### config.mk
export PLATFORM = sky130hd
export DESIGN_NAME = reg_lock_arb
export DESIGN_NICKNAME = d
export VERILOG_FILES = /design/src/rtl/reg_lock_arb.sv
export SDC_FILE = /design/constraint.sdc
export NUM_CORES = 1
export LEC_CHECK = 0
export CAP_MARGIN = 20
export CORE_ASPECT_RATIO = 1.75
export CORE_MARGIN = 3
export CORE_UTILIZATION = 30
export DETAILED_ROUTE_END_ITERATION = 16
export GPL_ROUTABILITY_DRIVEN = 0
export PLACE_DENSITY = 0.7
export SYNTH_ARGS = -nofsm -noshare
export SYNTH_HDL_FRONTEND = slang
export SYNTH_SLANG_ARGS = --single-unit
export TNS_END_PERCENT = 1
### constraint.sdc
create_clock -name clk_i -period 3 [get_ports clk_i]
set_clock_uncertainty 0.2 [all_clocks]
set_input_delay 0.3 -clock clk_i [delete_from_list [all_inputs] [get_ports clk_i]]
set_output_delay 0.3 -clock clk_i [all_outputs]
set_load 0.005 [all_outputs]
### src/rtl/reg_lock_arb.sv
// Register lock arbiter.
//
// Tracks which architectural registers have a write pending. Several issue-side
// grant checkers request a lock on a set of destination registers. One requester
// is granted per cycle, combinationally and round-robin. A port whose set overlaps
// a register that is already locked is skipped. Writeback ports release single
// registers by index.
//
// Ports
//   clk_i           clock; all state updates on the rising edge
//   arst_ni         asynchronous active-low reset
//   arb_req_i       [NP]      per-port lock request
//   arb_gnt_o       [NP]      per-port grant, at most one bit set
//   lock_req_i      [NP*NR]   per-port register set to lock (port p at [p*NR +: NR])
//   locks_o         [NR]      registered lock vector
//   unlock_valid_i  [NU]      per-port writeback-complete strobe
//   unlock_idx_i    [NU*IW]   per-port register index to unlock (port u at [u*IW +: IW])
//   flush_i         pipeline flush; suppresses grants, does not touch locks
//   busy_o          any lock held

package rv64g_pkg;
  localparam int unsigned NUM_REGS = 32;
endpackage

module reg_lock_arb #(
  parameter  int unsigned NP = 4,
  parameter  int unsigned NU = 2,
  localparam int unsigned NR = rv64g_pkg::NUM_REGS,
  localparam int unsigned IW = $clog2(NR)
) (
  input  logic             clk_i,
  input  logic             arst_ni,
  input  logic [NP-1:0]    arb_req_i,
  output logic [NP-1:0]    arb_gnt_o,
  input  logic [NP*NR-1:0] lock_req_i,
  output logic [NR-1:0]    locks_o,
  input  logic [NU-1:0]    unlock_valid_i,
  input  logic [NU*IW-1:0] unlock_idx_i,
  input  logic             flush_i,
  output logic             busy_o
);

  // A 1-bit pointer is kept even for NP == 1 so the vector never collapses to zero width.
  localparam int unsigned RrW  = (NP > 1) ? $clog2(NP) : 1;
  // The decode covers every encodable index. Indices >= NR land in the upper bits,
  // which are dropped, so out-of-range unlocks are ignored without a compare.
  localparam int unsigned DecW = 1 << IW;

  logic [NR-1:0]   locks_q, locks_d;
  logic [RrW-1:0]  rr_q, rr_d;

  logic [NP-1:0]   eligible;
  logic            gnt_valid;
  logic [RrW-1:0]  gnt_idx;
  logic [RrW-1:0]  cand;

  logic [DecW-1:0] unlock_dec;
  logic [NR-1:0]   unlock_mask;
  logic [NR-1:0]   set_mask;

  // A requester is eligible only if none of its registers are locked at the moment.
  always_comb begin
    eligible = '0;
    for (int unsigned p = 0; p < NP; p++) begin
      eligible[p] = arb_req_i[p] & ~(|(lock_req_i[p*NR +: NR] & locks_q));
    end
  end

  // Round-robin search, starting at rr_q and wrapping at NP.
  always_comb begin
    gnt_valid = 1'b0;
    gnt_idx   = '0;
    cand      = '0;
    for (int unsigned i = 0; i < NP; i++) begin
      cand = RrW'((32'(rr_q) + i) % NP);
      if (!gnt_valid && eligible[cand]) begin
        gnt_valid = 1'b1;
        gnt_idx   = cand;
      end
    end
    // Reset gates the grant combinationally, so the grant is not only cleared on a clock edge.
    if (!arst_ni || flush_i) begin
      gnt_valid = 1'b0;
    end
  end

  always_comb begin
    arb_gnt_o = '0;
    if (gnt_valid) begin
      arb_gnt_o = NP'(1) << gnt_idx;
    end
  end

  always_comb begin
    rr_d = rr_q;
    if (gnt_valid) begin
      rr_d = RrW'((32'(gnt_idx) + 1) % NP);
    end
  end

  // Duplicate indices simply set the same decode bit twice.
  always_comb begin
    unlock_dec = '0;
    for (int unsigned u = 0; u < NU; u++) begin
      if (unlock_valid_i[u]) begin
        unlock_dec[unlock_idx_i[u*IW +: IW]] = 1'b1;
      end
    end
    unlock_mask = unlock_dec[NR-1:0];
  end

  // x0 is hardwired zero and never needs a lock.
  always_comb begin
    set_mask = '0;
    if (gnt_valid) begin
      set_mask = lock_req_i[32'(gnt_idx)*NR +: NR];
    end
    set_mask[0] = 1'b0;
  end

  // The set is applied after the clear, so a new lock wins over a same-cycle unlock.
  // A flush only suppresses the grant; writebacks in flight still release their locks.
  always_comb begin
    locks_d = (locks_q & ~unlock_mask) | set_mask;
  end

  always_ff @(posedge clk_i or negedge arst_ni) begin
    if (!arst_ni) begin
      locks_q <= '0;
      rr_q    <= '0;
    end else begin
      locks_q <= locks_d;
      rr_q    <= rr_d;
    end
  end

  assign locks_o = locks_q;
  assign busy_o  = |locks_q;

endmodule

==> results.cfg <==
[yosys]
synth_warnings = 0
async_flop_share = 1.00
seq_area_frac_synth = 0.250
synthMuxAreaShare = 0.189
synth_area_um2 = 3400
ys_ff_latch = 34
ys.flop_type = dfrtp_1
synthSimpleGateAreaFrac = 0.183
synth_cells = 366
synth_xor_area_frac = 0
yosys.area_share.adder = 0.0147
synth_nets = 517
synth_top_family_by_area = compound AO/OA/AOI/OAI gates
synth_compound_area_frac = 0.311
synth.distinct_cells = 38
synth_edf_count = 0
syn_area_per_cell_um2 = 9.28

[critical_path]
ff2ff_path_depth = 12
worst_path_most_repeated_cell = buf_4
max_stage_delay_ns = 0.46
endpoint_kind = primary output
start_kind = flip-flop
criticalPathCategory = reg -> out
required_ns = 2.50
arrival_ns = 3.04
slowest_stage = dfrtp_2
cp_max_fo = 4
path_cells = a22o_1, a221oi_4, nand3_1, or4_4, buf_4, nor3b_2, nor4_2, buf_4, ha_1, and2_1, dlygate4sd2_1

[cells_and_area]
mostFrequentLayoutCell = clkdlybuf4s50_1
instances_no_fill = 779
final_cell_mix = 175 x clkdlybuf4s50_1, 98 x buf_4, 61 x a22oi_1, 55 x mux2i_1, 51 x nand2_1
multi_input_area_um2 = 2590
seqCellArea_um2 = 861
fillers = 939
drive_gt1_frac = 0.263
final_nets = 799
diodes = 0
syn_to_final_growth_pct = 91.5

[power_and_ir_drop]
clkPwrFrac = 0.113
swShare = 0.414
power.total_mw = 4.75
switchingPower_mw = 1.96
powerDensity_nw_per_um2 = 730
p_int_mw = 2.79
ir_worst_vdd_mv = 0.381
p_comb_frac = 0.675
leakage_nw = 2.51
share_seq_of_total_power = 0.212

[die]
row_count = 50
start_util = 0.312
die_h_um = 147
core_um2 = 10900
die_w_um = 86.5
dieArea_um2 = 12700
io_pins = 184

[routing]
route.detailed.drc = 0
viasPerCell = 6.47
dr.pass1.iters = 6
num_vias = 5044
routed_wl_um = 19700
drt_iter0_markers = 570
antenna_left = 0
routedWlPerCell_um = 25.2

[global_routing]
grt_overflow_total = 0
grt_pass1_vias = 5287
antenna_found_initial = 0
grt_pass1_wl_um = 29300
track_usage = 0.301
grt_max_degree = 35

[timing]
setup_slack_ns = -0.539
period_share = 1.18
max_freq_mhz = 283
holdWs_ns = 0.329
tightest_slew_ns = 0.710
post-route-min-period_ns = 3.54
slew_viol_final = 0
rsz0062_at_grt = true
final_hold_viol_count = 0
setup_viol = 37
slew_headroom = 0.525

[placed_design]
placed_cells = 759
place_ws_ns = -0.976
dpl.hpwl_um = 15400
port_buffers = 183

[clock_tree]
cts_root_buf = clkbuf_16
clock_latency_ns = 0.29
cts.path.max_buffers = 2
cts_tree = done
cts_max_level = 2
path_clk_slew_ns = 0.06
cts-buffers-inserted = 5
numClockSinks = 34

[run]
cap_violations = 0

[worst_hold_path]
hp-class = in -> async

[status]
violations = setup timing
status = complete, but fails checks
sequential cells by signal (all words and copies together) (netlist names):
name     cells
locks_o     32
rr_q         2
stage by stage:
| stage | setup TNS [ns] | utilization | instance area (um2) |
|---|---|---|---|
| after global routing | -17.04 | 0.598 | 6510 |
| after floorplan | -0.495 | - | 3400 |
| final | -13.59 | 0.598 | 6510 |
| after CTS | -11.94 | 0.594 | 6470 |
| after detailed placement | -29.59 | 0.552 | 6000 |
| after global placement | -28.41 | 0.552 | 6000 |
layer usage:
layer | track usage | share of wire
met1 | 0.328 | 0.32
met2 | 0.506 | 0.48
met5 | 0 | 0
met3 | 0.0578 | 0.11
met4 | 0.214 | 0.092
cells in the mapped netlist, types with 2 or more instances:
library cell | n | share of area
nand4_1 | 13 | 0.024
a22o_1 | 8 | 0.021
a221oi_1 | 7 | 0.018
and3b_1 | 5 | 0.013
and2_1 | 4 | 0.0074
nand2b_1 | 2 | 0.0037
o2bb2ai_1 | 2 | 0.0052
buf_12 | 5 | 0.029
nand2_1 | 51 | 0.056
nor3_1 | 2 | 0.0029
nand3_1 | 2 | 0.0029
a22oi_1 | 71 | 0.16
nor3b_1 | 11 | 0.024
inv_1 | 3 | 0.0033
nor2_1 | 5 | 0.0055
a222oi_1 | 4 | 0.012
dfrtp_1 | 34 | 0.25
clkbuf_1 | 10 | 0.011
nor4_1 | 9 | 0.017
ha_1 | 4 | 0.015
and3_1 | 4 | 0.0074
or3_1 | 2 | 0.0037
o221ai_1 | 31 | 0.080
mux2i_1 | 63 | 0.19
power by group through the flow:
stage	clock, mW	combinational (mW)	sequential, mW
final	0.537	3.20	1.01
after global routing	0.560	3.34	1.03
after CTS	0.534	3.11	0.984
after detailed placement	0	2.86	0.959
after global placement	0	2.83	0.950
after floorplan	0	1.08	0.980
worst paths after layout:
| kind | start | to | slack [ns] |
|---|---|---|---|
| setup / recovery | locks_o[11] | arb_gnt_o[3] | -0.54 |
| hold / removal | arst_ni | locks_o[9] | 0.33 |
| setup reg to reg | locks_o[11] | locks_o[24] | -0.50 |
| hold reg to reg | locks_o[22] | locks_o[22] | 0.42 |
| max in group asynchronous | arst_ni | locks_o[6] | 1.88 |
| min in group clk_i | lock_req_i[11] | locks_o[11] | 0.34 |
what timing repair did:
item,4_1_cts,5_1_grt
endpoints found under the setup margin,37,37
setup buffers,11,1
pin swaps,24,10
gates resized for setup,73,9
hold buffers,0,0
critical path: cells and delay by family (launching register included):
kind	cells	cell delay, ns
compound gates	2	0.55
fa+ha+maj	1	0.16
buf+inv	3	0.59
flops	1	0.46
simple gates	5	0.99
cell families (layout without fill, tap and decap cells):
kind of cell | after synthesis | after routing
multiplexers | 64 | 64
adder cells (fa/ha/maj) | 4 | 4
AO/OA/AOI/OAI | 127 | 127
flip-flops | 34 | 34
AND/OR/NAND/NOR | 116 | 116
buffers and inverters | 21 | 304
layout make-up:
type | count | area share
Inverter | 4 | 0.00346
Clock inverter | 1 | 0.000769
Multi-Input combinational cell | 311 | 0.398
Timing Repair Buffer | 292 | 0.418
Tap cell | 130 | 0.0250
Clock buffer | 7 | 0.0219
Sequential cell | 34 | 0.132
Power figures use the tool's default switching activity.
